$ cat config.mk
export PLATFORM = sky130hd
export DESIGN_NAME = rv32i_run_ctrl
export DESIGN_NICKNAME = d
export VERILOG_FILES = /design/src/rtl/rv32i_run_ctrl_pkg.sv /design/src/rtl/rv32i_run_ctrl_sat_counter.sv /design/src/rtl/rv32i_run_ctrl.sv
export SDC_FILE = /design/constraint.sdc
export NUM_CORES = 1
export LEC_CHECK = 0
export ABC_AREA = 1
export BUFFER_PORTS_ARGS = -buffer_cell sky130_fd_sc_hd__buf_2
export CORE_UTILIZATION = 49
export DETAILED_ROUTE_END_ITERATION = 12
export PLACE_DENSITY = 0.81
export SYNTH_ARGS = -nofsm -noshare
export SYNTH_HDL_FRONTEND = slang
export SYNTH_SLANG_ARGS = --single-unit
$ cat constraint.sdc
create_clock -name clk -period 2.1 [get_ports clk]
set_input_delay 0 -clock clk [delete_from_list [all_inputs] [get_ports clk]]
set_output_delay 0 -clock clk [all_outputs]
set_load 0.05 [all_outputs]
$ cat src/rtl/rv32i_run_ctrl_pkg.sv
// Shared types and constants for the RV32I run controller.
// Latency: n/a (declarations only).
// Backpressure: n/a.
package rv32i_run_pkg;

  // Run-controller state encoding (3 bits, explicit values)
  typedef enum logic [2:0] {
    IDLE    = 3'd0,
    RESET   = 3'd1,
    RUN     = 3'd2,
    HALTED  = 3'd3,
    TIMEOUT = 3'd4
  } run_state_e;

  // Instruction encodings the upstream decode compares against to raise halt_req
  localparam logic [31:0] INSN_EBREAK = 32'h0010_0073;
  localparam logic [31:0] INSN_ECALL  = 32'h0000_0073;

endpackage

$ cat src/rtl/rv32i_run_ctrl_sat_counter.sv
// Saturating up-counter with synchronous clear (clear wins over increment).
// Latency: count visible one clock after clr/inc.
// Backpressure: none; holds at all-ones instead of wrapping.
// Ports: clk, rst_n (async active-low), clr, inc, cnt[W-1:0].
module sat_counter #(
  parameter int W = 8
) (
  input  logic         clk,
  input  logic         rst_n,
  input  logic         clr,
  input  logic         inc,
  output logic [W-1:0] cnt
);

  logic [W-1:0] cnt_q;
  logic [W-1:0] cnt_d;

  always_comb begin
    cnt_d = cnt_q;
    if (clr) begin
      cnt_d = '0;
    end else if (inc && (cnt_q != {W{1'b1}})) begin
      cnt_d = cnt_q + W'(1);
    end
  end

  always_ff @(posedge clk or negedge rst_n) begin
    if (!rst_n) begin
      cnt_q <= '0;
    end else begin
      cnt_q <= cnt_d;
    end
  end

  assign cnt = cnt_q;

endmodule

$ cat src/rtl/rv32i_run_ctrl.sv
// Run controller for an RV32I core: counted core reset, bounded run, halt/loop detect, pass check.
// Latency: all outputs registered; state and flags update on the clock edge after the cause.
// Backpressure: none; start is only honoured in IDLE/HALTED/TIMEOUT, ignored in RESET/RUN.
// Ports: clk, rst_n; start; wb_valid/wb_pc/halt_req (write-back observation);
//        chk_data/chk_expect (watched register); core_rst_n/core_hold (core control);
//        running/done/timeout/pass (status); cycle_cnt/instret_cnt (RUN statistics).
module rv32i_run_ctrl
  import rv32i_run_pkg::*;
#(
  parameter int D_WIDTH    = 32,
  parameter int CNT_WIDTH  = 32,
  parameter int RST_CYCLES = 3,
  parameter int MAX_CYCLES = 24,
  parameter int LOOP_LIMIT = 4,
  parameter int AUTO_START = 1
) (
  input  logic                 clk,
  input  logic                 rst_n,
  input  logic                 start,
  input  logic                 wb_valid,
  input  logic [D_WIDTH-1:0]   wb_pc,
  input  logic                 halt_req,
  input  logic [D_WIDTH-1:0]   chk_data,
  input  logic [D_WIDTH-1:0]   chk_expect,
  output logic                 core_rst_n,
  output logic                 core_hold,
  output logic                 running,
  output logic                 done,
  output logic                 timeout,
  output logic                 pass,
  output logic [CNT_WIDTH-1:0] cycle_cnt,
  output logic [CNT_WIDTH-1:0] instret_cnt
);

  localparam int RCW = (RST_CYCLES > 1) ? $clog2(RST_CYCLES) : 1;
  localparam int LCW = $clog2(LOOP_LIMIT) + 1;

  run_state_e         state_q, state_d;
  logic [RCW-1:0]     rst_cnt_q, rst_cnt_d;
  logic [D_WIDTH-1:0] last_pc_q, last_pc_d;
  logic               last_vld_q, last_vld_d;
  logic               core_rst_n_q, core_rst_n_d;
  logic               core_hold_q, core_hold_d;
  logic               running_q, running_d;
  logic               done_q, done_d;
  logic               timeout_q, timeout_d;
  logic               pass_q, pass_d;

  logic [LCW-1:0]     loop_cnt;
  logic               in_run;
  logic               retire;
  logic               pc_match;
  logic               loop_halt;
  logic               halt;
  logic               tmo_hit;
  logic               go_reset;

  assign in_run   = (state_q == RUN);
  assign retire   = in_run && wb_valid;
  // last_vld guards the first retirement of a run, so a first PC of 0 is not a false repeat
  assign pc_match = last_vld_q && (wb_pc == last_pc_q);
  // loop_cnt counts repeats beyond the first occurrence, so LOOP_LIMIT identical PCs
  // means this retire matches with LOOP_LIMIT-2 earlier repeats already counted
  assign loop_halt = retire && pc_match && (loop_cnt == LCW'(LOOP_LIMIT - 2));
  assign halt      = retire && (halt_req || loop_halt);
  assign tmo_hit   = in_run && !halt && (cycle_cnt == CNT_WIDTH'(MAX_CYCLES - 1));

  always_comb begin
    state_d = state_q;
    case (state_q)
      IDLE:            if (start || (AUTO_START != 0)) state_d = RESET;
      RESET:           if (rst_cnt_q == RCW'(RST_CYCLES - 1)) state_d = RUN;
      RUN: begin
        if (halt)         state_d = HALTED;
        else if (tmo_hit) state_d = TIMEOUT;
      end
      HALTED, TIMEOUT: if (start) state_d = RESET;
      default:         state_d = IDLE;
    endcase
  end

  // Counters and loop tracking are cleared on the edge that enters RESET
  assign go_reset = (state_q != RESET) && (state_d == RESET);

  always_comb begin
    rst_cnt_d  = (state_q == RESET) ? rst_cnt_q + RCW'(1) : '0;

    last_pc_d  = last_pc_q;
    last_vld_d = last_vld_q;
    if (go_reset) begin
      last_pc_d  = '0;
      last_vld_d = 1'b0;
    end else if (retire) begin
      last_pc_d  = wb_pc;
      last_vld_d = 1'b1;
    end

    // Outputs are derived from the next state so they appear together with it
    core_rst_n_d = (state_d == RUN) || (state_d == HALTED) || (state_d == TIMEOUT);
    core_hold_d  = (state_d == HALTED) || (state_d == TIMEOUT);
    running_d    = (state_d == RUN);
    done_d       = (state_d == HALTED);
    timeout_d    = (state_d == TIMEOUT);

    // pass is sampled only on the halting edge and held afterwards
    if (in_run && (state_d == HALTED)) begin
      pass_d = (chk_data == chk_expect);
    end else if (state_d == HALTED) begin
      pass_d = pass_q;
    end else begin
      pass_d = 1'b0;
    end
  end

  always_ff @(posedge clk or negedge rst_n) begin
    if (!rst_n) begin
      state_q      <= IDLE;
      rst_cnt_q    <= '0;
      last_pc_q    <= '0;
      last_vld_q   <= 1'b0;
      core_rst_n_q <= 1'b0;
      core_hold_q  <= 1'b0;
      running_q    <= 1'b0;
      done_q       <= 1'b0;
      timeout_q    <= 1'b0;
      pass_q       <= 1'b0;
    end else begin
      state_q      <= state_d;
      rst_cnt_q    <= rst_cnt_d;
      last_pc_q    <= last_pc_d;
      last_vld_q   <= last_vld_d;
      core_rst_n_q <= core_rst_n_d;
      core_hold_q  <= core_hold_d;
      running_q    <= running_d;
      done_q       <= done_d;
      timeout_q    <= timeout_d;
      pass_q       <= pass_d;
    end
  end

  sat_counter #(.W(CNT_WIDTH)) u_cycle_cnt (
    .clk   (clk),
    .rst_n (rst_n),
    .clr   (go_reset),
    .inc   (in_run),
    .cnt   (cycle_cnt)
  );

  sat_counter #(.W(CNT_WIDTH)) u_instret_cnt (
    .clk   (clk),
    .rst_n (rst_n),
    .clr   (go_reset),
    .inc   (retire),
    .cnt   (instret_cnt)
  );

  // A retirement with a new PC restarts the run of identical PCs
  sat_counter #(.W(LCW)) u_loop_cnt (
    .clk   (clk),
    .rst_n (rst_n),
    .clr   (go_reset || (retire && !pc_match)),
    .inc   (retire && pc_match),
    .cnt   (loop_cnt)
  );

  assign core_rst_n = core_rst_n_q;
  assign core_hold  = core_hold_q;
  assign running    = running_q;
  assign done       = done_q;
  assign timeout    = timeout_q;
  assign pass       = pass_q;

endmodule

==> results of run 1 <==
-- stage by stage --
step                      worst slack, ps  area, um2
after global routing               -190.4      10010
after global placement             -145.6       8529
after floorplan                    -33.73       6964
after CTS                          -33.48       9299
final                              -71.18      10010
after detailed placement           -108.9       8529
-- routing by layer --
metal	vias to the layer above	part of all wire (%)	track usage (%)	wire length [um]
li1	3652	-	-	-
met1	3532	39	34.44	8384
met2	438	50	47.32	10590
met3	81	7.3	4.276	1565
met4	0	3.5	8.565	755
met5	-	0	0	0
-- cell families after synthesis --
group,share of synthesized area (%)
simple gates,35.41
compound gates,5.067
buf+inv,12.22
fa+ha+maj,1.082
flops,40.03
xor+xnor,6.185
-- layout make-up --
cell class,count,area share (%)
repair buffers,304,21.35
clock inverters,1,0.08750
clock buffers,15,2.975
well taps,180,2.250
flip-flops and latches,111,27.98
inverters,196,7.400
multi-input cells,651,37.96
-- worst max-delay path: stages (launching register included) --
cell,delay (ps)
dfrtp_2,380
inv_1,80
nor4_2,260
nand3_1,170
nor4_2,270
buf_4,170
nand2_4,50
nand2_4,60
nand4_4,70
buf_12,170
buf_12,120
clkbuf_16,160
nand2_1,60
inv_1,40
-- power by group --
part	leakage (nW)	internal (mW)	switching, mW
clock	0.152	0.973	0.804
combinational	3.90	1.27	1.73
sequential	1.50	2.42	0.191
total	5.55	4.66	2.73
-- layout by cell type, fill, tap and decap left out, drive strengths merged, types with 27 or more instances in the layout --
| cell | Yosys | final |
|---|---|---|
| o21ai | 39 | 39 |
| nand4 | 36 | 36 |
| buf | 11 | 266 |
| nor2 | 81 | 81 |
| nand3 | 73 | 73 |
| inv | 196 | 196 |
| dlygate4sd3 | 0 | 34 |
| nor3 | 27 | 27 |
| nand2 | 273 | 273 |
| dfrtp | 111 | 111 |
-- flip-flops by register name, indices dropped and copies added, names as in the netlist --
register / cells
done: 1
u_instret_cnt.cnt: 32
state_q: 3
running: 1
timeout: 1
core_rst_n: 1
rst_cnt_q: 2
core_hold: 1
last_pc_q: 32
pass: 1
u_loop_cnt.cnt: 3
last_vld_q: 1
u_cycle_cnt.cnt: 32
-- worst min-delay path by stage --
stage	endpoint	from	slack, ps	cells past startpoint
after detailed placement	u_instret_cnt.cnt[24]	rst_n	50	1
final	pass	chk_expect[16]	60	6
after global routing	pass	chk_data[11]	110	5
after CTS	pass	chk_expect[16]	70	6
after floorplan	core_hold	rst_n	-300	0
after global placement	u_instret_cnt.cnt[24]	rst_n	40	1
-- what timing repair did --
| action | CTS | global route |
|---|---|---|
| hold buffers | 34 | 0 |
| buffers inserted | 2 | 22 |
| gates cloned | 0 | 4 |
| endpoints found under the setup margin | 88 | 102 |
| pin swaps | 1 | 23 |
| hold endpoints to repair | 77 | 0 |
| resized for setup | 20 | 130 |
==> out/metrics.yaml, run 1 <==
status:
  status: "finished, violations left"
  violations: "negative setup slack"
synth:
  async_flop_share_pct: 100.0
  ys_warn_count: 0
  yosysUniqueCellTypes: 40
  yosys.area.top_type: "dfrtp_1"
  ys_ff_latch: 111
  netlist_area_um2: 6939
  ys_top_cells_by_count: "nand2_1, inv_1, dfrtp_1"
  synth_most_common_cell: "nand2_1"
  synth.avg_cell_area_um2: 7.139
  ys.flop_type: "dfrtp_1"
  yosysTopAreaCellShare_pct: 40.03
  syn-instance-count: 972
  syn-num-nets: 1079
  ys_seq_area_share_pct: 40.03
  synth-edff-count: 0
  netlist_top_cells_area: "dfrtp_1, nand2_1, inv_1, nand3_1, nor2_1"
finish:
  nets: 1380
  drive_gt1_share_pct: 34.43
  fin_cells: 1458
  syn_to_final_growth_pct: 44.25
  register_area_um2: 2800
  utilization_pct: 72.39
  fill_cells: 989
  antennaDiodeCount: 0
  multi_input_area_um2: 3800
timing:
  hold_viol_final: 0
  setup_tns_ps: -2079
  setup_viol: 56
  drv_slew: 0
  period_needed_ps: 2171
  hold_ws_ps: 61.38
  tightest_slew_ps: 613.3
  finClkSkew_ps: 11.55
  fin_ws_ps: -71.18
  post-route-period-util_pct: 103.4
  fmax_mhz: 460.6
  relSlewSlack_pct: 59.11
  rsz0062_at_grt: "true"
clock_network:
  clock_path_buffers: 2
  path_clk_slew_ps: 70
  clkLatencyLatePin_ps: 360
  h-tree-depth: 3
  cts.sinks: 111
  cts_tree: "done"
  cts_buffers: 9
  cts_root_buf: "clkbuf_16"
route:
  vias: 7703
  ant_nets: 0
  drc_errors: 0
  wl_um: 21290
  first_pass_iters: 6
  avgRoutedWirePerCell_um: 14.60
  vias_per_cell: 5.283
  first_iter_violations: 812
die:
  die_w_um: 121
  ios: 171
  chipHeight_um: 121
  core-area_um2: 13830
  rows: 43
  die-area_um2: 14640
  start_util_pct: 50.19
worst_setup_path:
  worstPathMaxFanout: 10
  path_class: "flop to flop"
  worstSetupEndpoint: "u_instret_cnt.cnt[18]"
  arrival_ps: 2430
  r2r_cells: 13
  reg2reg_from: "u_cycle_cnt.cnt[4]"
  setup.worst_path.end_class: "flop"
  rr_endpoint: "u_instret_cnt.cnt[18]"
  cp.required_ps: 2350
  startpoint: "u_cycle_cnt.cnt[4]"
  critPathLaunchType: "flop"
  rrSetupSlack_ps: -70
flow_run:
  cap_violations: 0
place:
  globalplace.congestion: 0.9300
  portBuffers: 170
  placedCellCount: 1380
  dp_hpwl_um: 14070
grt:
  grt-ovfl-total: 0
  grt.total_usage_pct: 27.19
  grt_pass1_wl_um: 31530
  antenna_found_initial: 0
  grt_max_degree: 46
  grt_pass1_vias: 6888
power:
  power_density_nw_per_um2: 738.0
  leakage_nw: 5.554
  ir_worst_vdd_v: 0.0004934
  total_power_mw: 7.387
hold_path:
  worstHoldPathType: "input port to flop"
(Power assumes the default switching activity.)
==> inputs of run 2 (changes only) <==
Settings changed: CORE_ASPECT_RATIO from default to 1.2.
==> run 2 against run 1 <==
  * The run still ends with negative setup slack left
  * Worst hold slack better by 9.1 ps
  * Total power up 3.1%
  * Via count down 3.3%
  * Worst setup slack worse by 84 ps
  * Final area down 1.8%
==> out/metrics.yaml, run 2 (same netlist as run 1, synthesis figures left out) <==
power:
  ir_worst_vdd_v: 0.0006222
  power_density_nw_per_um2: 775.0
  leakage_nw: 5.411
clock_network:
  path_clk_slew_ps: 80
  cts_tree: "done"
  clkLatencyLatePin_ps: 360
  cts.sinks: 111
  cts_root_buf: "clkbuf_16"
  h-tree-depth: 3
  cts_buffers: 9
  clock_path_buffers: 2
grt:
  grt_max_degree: 63
  grt-ovfl-total: 0
  grt.total_usage_pct: 26.34
  antenna_found_initial: 0
  grt_pass1_wl_um: 31590
  grt_pass1_vias: 6905
die:
  core-area_um2: 13820
  start_util_pct: 50.21
  ios: 171
  die_w_um: 110.6
  chipHeight_um: 132.4
  die-area_um2: 14640
  rows: 47
worst_setup_path:
  critPathLaunchType: "flop"
  cp.required_ps: 2340
  arrival_ps: 2500
  worstPathMaxFanout: 14
  path_class: "flop to flop"
  setup.worst_path.end_class: "flop"
route:
  first_pass_iters: 6
  avgRoutedWirePerCell_um: 14.75
  vias: 7447
  ant_nets: 0
  wl_um: 21150
  first_iter_violations: 472
  drc_errors: 0
  vias_per_cell: 5.193
finish:
  fin_cells: 1434
  syn_to_final_growth_pct: 41.62
  final_cell_mix: "nand2_1, buf_2, inv_1, dfrtp_1, buf_4"
  fill_cells: 1047
  drive_gt1_share_pct: 35.08
  nets: 1365
  layout_commonest_cell: "nand2_1"
  antennaDiodeCount: 0
timing:
  setup_viol: 87
  period_needed_ps: 2255
  fmax_mhz: 443.4
  rsz0062_at_grt: "true"
  hold_ws_ps: 70.51
  drv_slew: 0
  finClkSkew_ps: 9.537
  relSlewSlack_pct: 63.50
  fin_ws_ps: -155.2
  tightest_slew_ps: 542.9
  hold_viol_final: 0
  post-route-period-util_pct: 107.4
place:
  dp_hpwl_um: 13760
  portBuffers: 170
  placedCellCount: 1354
  globalplace.congestion: 0.8960
status:
  violations: "negative setup slack"
  status: "finished, violations left"
flow_run:
  cap_violations: 0
hold_path:
  worstHoldPathType: "input port to flop"
-- run 2: power by group --
part | total [mW] | switching (mW) | internal (mW) | leakage, nW
Combinational | 3.32 | 1.97 | 1.36 | 3.77
Sequential | 2.60 | 0.179 | 2.42 | 1.50
Clock | 1.69 | 0.846 | 0.846 | 0.139
Total | 7.62 | 2.99 | 4.63 | 5.41
-- run 2: final cells by class --
type                    count  area (um2)  area share [%]
clock buffers              10       239.0           2.432
clock inverters             6       43.79          0.4456
inverters                 196       738.2           7.512
multi-input cells         651        3784           38.50
flip-flops and latches    111        2800           28.50
well taps                 171       214.0           2.177
repair buffers            289        2008           20.44
-- run 2: critical path: stages (launching register included) --
cell	delay, ps
dfrtp_2	430
nor4_1	390
nand4_1	220
nor4_4	220
nand2_2	100
nand2_2	100
nand4_4	160
buf_4	200
clkbuf_16	170
nand3_1	90
nand2_1	70
-- run 2: metal layers --
layer  wire length (um)  vias up  track usage (%)
met4                812        0            12.59
met2              10890      272            45.38
met1               8563     3494            33.04
li1                   -     3608                -
met3                882       73            2.805
met5                  0        -                0
-- run 2: what timing repair did --
| item | CTS | global route |
|---|---|---|
| resized for setup | 9 | 147 |
| hold endpoints to repair | 146 | 0 |
| setup endpoints to repair | 100 | 100 |
| buffers inserted | 10 | 16 |
| hold buffers | 34 | 0 |
| cloned | 0 | 8 |
| pin swaps | 10 | 39 |
-- run 2: worst paths after layout --
kind	from	to	slack (ps)	cells past startpoint
hold / removal	chk_data[3]	pass	70	5
setup / recovery	u_cycle_cnt.cnt[13]	last_pc_q[14]	-160	10
setup reg to reg	u_cycle_cnt.cnt[13]	last_pc_q[14]	-160	10
min in group asynchronous	rst_n	done	120	2
hold reg to reg	rst_cnt_q[0]	rst_cnt_q[0]	420	1
max in group asynchronous	rst_n	u_cycle_cnt.cnt[2]	1260	3
-- run 2: metrics by stage --
stage               total power [mW]  util, %  cell area (um2)  setup TNS, ps  worst slack (ps)
global placement               4.699    60.72             8391          -1260            -54.03
global route                   7.935    71.11             9827         -17980            -292.4
finish                         7.616    71.11             9827          -4946            -155.2
floorplan                      4.130        -             6964         -50.69            -33.73
CTS                            6.497    66.08             9133         -15.74            -15.64
detailed placement             4.750    60.72             8391          -6857            -139.0
==> inputs of run 3 (changes only) <==
Settings changed: CORE_MARGIN from default to 4, PLACE_DENSITY 0.81 to 0.77.
Clock period 2.1 ns to 1.8 ns, I/O delays scaled along.
==> run 3 against run 2 <==
  * The flow still finishes with violations (negative setup slack)
  * Via count is 6.3% higher
  * Non-clock buffer count increased by 117
  * Core utilization increased by 7.3 points
  * Combinational power grew 32%
  * Maximum frequency fell by 2.7%
  * Critical endpoint is now last_pc_q[25]
  * Largest cell class unchanged
  * Largest power group unchanged
  * Highest routed layer unchanged
==> out/metrics.yaml, run 3 (same netlist as run 1, synthesis figures left out) <==
route:
  drc_errors: 0
  ant_nets: 0
  wl_um: 22950
  vias: 7913
  routed-wl-met3_um: 1120
  wl_met1_um: 8649
  vias_per_cell: 5.102
  topRoutingLayerUsed: "met4"
  first_pass_iters: 4
  first_iter_violations: 356
  met2_length_um: 12170
  avgRoutedWirePerCell_um: 14.79
timing:
  period_needed_ps: 2318
  fmax_mhz: 431.5
  hold_ws_ps: 81.06
  setup_viol: 107
  setup_tns_ps: -45350
  fin_ws_ps: -517.5
  relSlewSlack_pct: 66.87
  post-route-period-util_pct: 128.8
  tightest_slew_ps: 492.4
  hold_viol_final: 0
  finClkSkew_ps: 15.39
  rsz0062_at_grt: "true"
  drv_slew: 0
finish:
  antennaDiodeCount: 0
  layout_commonest_cell: "nand2_1"
  drive_gt1_share_pct: 43.04
  final_cell_mix: "nand2_1, buf_4, inv_1, buf_2, dfrtp_1"
  nets: 1482
  fill_cells: 944
  syn_to_final_growth_pct: 56.13
flow_run:
  cap_violations: 0
die:
  rows: 47
  core-area_um2: 13820
  die-area_um2: 16140
  chipHeight_um: 138.4
  start_util_pct: 50.21
  die_w_um: 116.6
  ios: 171
clock_network:
  cts.sinks: 111
  h-tree-depth: 3
  cts_buffers: 9
  clkLatencyLatePin_ps: 360
  cts_root_buf: "clkbuf_16"
  clock_path_buffers: 2
  cts_tree: "done"
  path_clk_slew_ps: 80
worst_setup_path:
  startpoint: "u_cycle_cnt.cnt[29]"
  worstPathCellList: "inv_2 -> nand4_1 -> nor2_1 -> nand4_1 -> nor4_2 -> nand2_2 -> nand2_4 -> nand4_4 -> buf_6 -> nand2_8 -> buf_16 -> o21ai_2"
  worst-path-buf-inv: 3
  path_delay_family: "simple AND/OR/NAND/NOR gates"
  worstPathMaxFanout: 8
  slowest_delay_ps: 410
  setup.worst_path.end_class: "flop"
  cpMostUsedCell: "nand4_1"
  cp.required_ps: 2040
  critPathLaunchType: "flop"
  arrival_ps: 2560
  reg2reg_from: "u_cycle_cnt.cnt[29]"
  slowest_stage: "dfrtp_2"
  path_class: "flop to flop"
grt:
  grt_pass1_wl_um: 34970
  grt_max_degree: 44
  grt-ovfl-total: 0
  grt_pass1_vias: 7888
  antenna_found_initial: 0
  grt.total_usage_pct: 26.36
status:
  violations: "negative setup slack"
  status: "finished, violations left"
place:
  globalplace.congestion: 0.9319
  place_ws_ps: -332.3
  dp_hpwl_um: 15370
  portBuffers: 170
power:
  ir_worst_vdd_v: 0.0008711
  power_density_nw_per_um2: 878.4
  leakage_nw: 5.964
hold_path:
  worstHoldPathType: "input port to flop"
  hp-start: "halt_req"
## run 3: worst register-to-register path: cells and delay by family (launching register included)
kind | cells | cell delay (ps)
compound gates | 1 | 70
buf+inv | 3 | 390
flops | 1 | 410
simple gates | 8 | 1350
## run 3: repair_timing
item / CTS / global route
cloned: 1 / 3
hold buffers: 34 / 0
endpoints found under the hold margin: 68 / 0
pin swaps: 8 / 25
endpoints found under the setup margin: 105 / 107
gates resized for setup: 30 / 78
setup buffers: 5 / 6
## run 3: stage by stage
step	instance area (um2)	std cells	power (mW)	util (%)
floorplan	7239	972	5.052	-
global placement	9678	1488	6.231	70.03
detailed placement	9678	1488	6.307	70.03
CTS	10480	1544	8.713	75.80
global route	10830	1551	9.990	78.40
finish	10830	1551	9.517	78.40
## run 3: worst paths after layout
| path | cells past startpoint | slack, ps | to |
|---|---|---|---|
| setup / recovery | 12 | -520 | last_pc_q[25] |
| hold reg to reg | 1 | 420 | rst_cnt_q[0] |
| min in group asynchronous | 2 | 140 | u_instret_cnt.cnt[31] |
| setup reg to reg | 12 | -520 | last_pc_q[25] |
| hold / removal | 5 | 80 | pass |
| max in group asynchronous | 3 | 1010 | u_instret_cnt.cnt[0] |
## run 3: area by class of cell
class                      count  area [um2]  area share [%]
tap                          171       214.0           1.975
inverter                     196       743.2           6.860
clock inverter                 7       80.08          0.7391
multi-input combinational    651        3849           35.52
clock buffer                   9       225.2           2.079
sequential                   111        2834           26.16
timing repair buffer         406        2889           26.67
## run 3: routing by layer
| layer | vias up | track usage, % |
|---|---|---|
| met1 | 3735 | 30.50 |
| met5 | - | 0 |
| met4 | 0 | 10.33 |
| li1 | 3851 | - |
| met2 | 250 | 48.19 |
| met3 | 77 | 3.497 |
## run 3: report_power, final
group | total [mW] | internal, mW | switching [mW]
combinational | 4.37 | 1.96 | 2.42
sequential | 3.03 | 2.82 | 0.209
clock | 2.11 | 1.10 | 1.01
total | 9.52 | 5.88 | 3.64
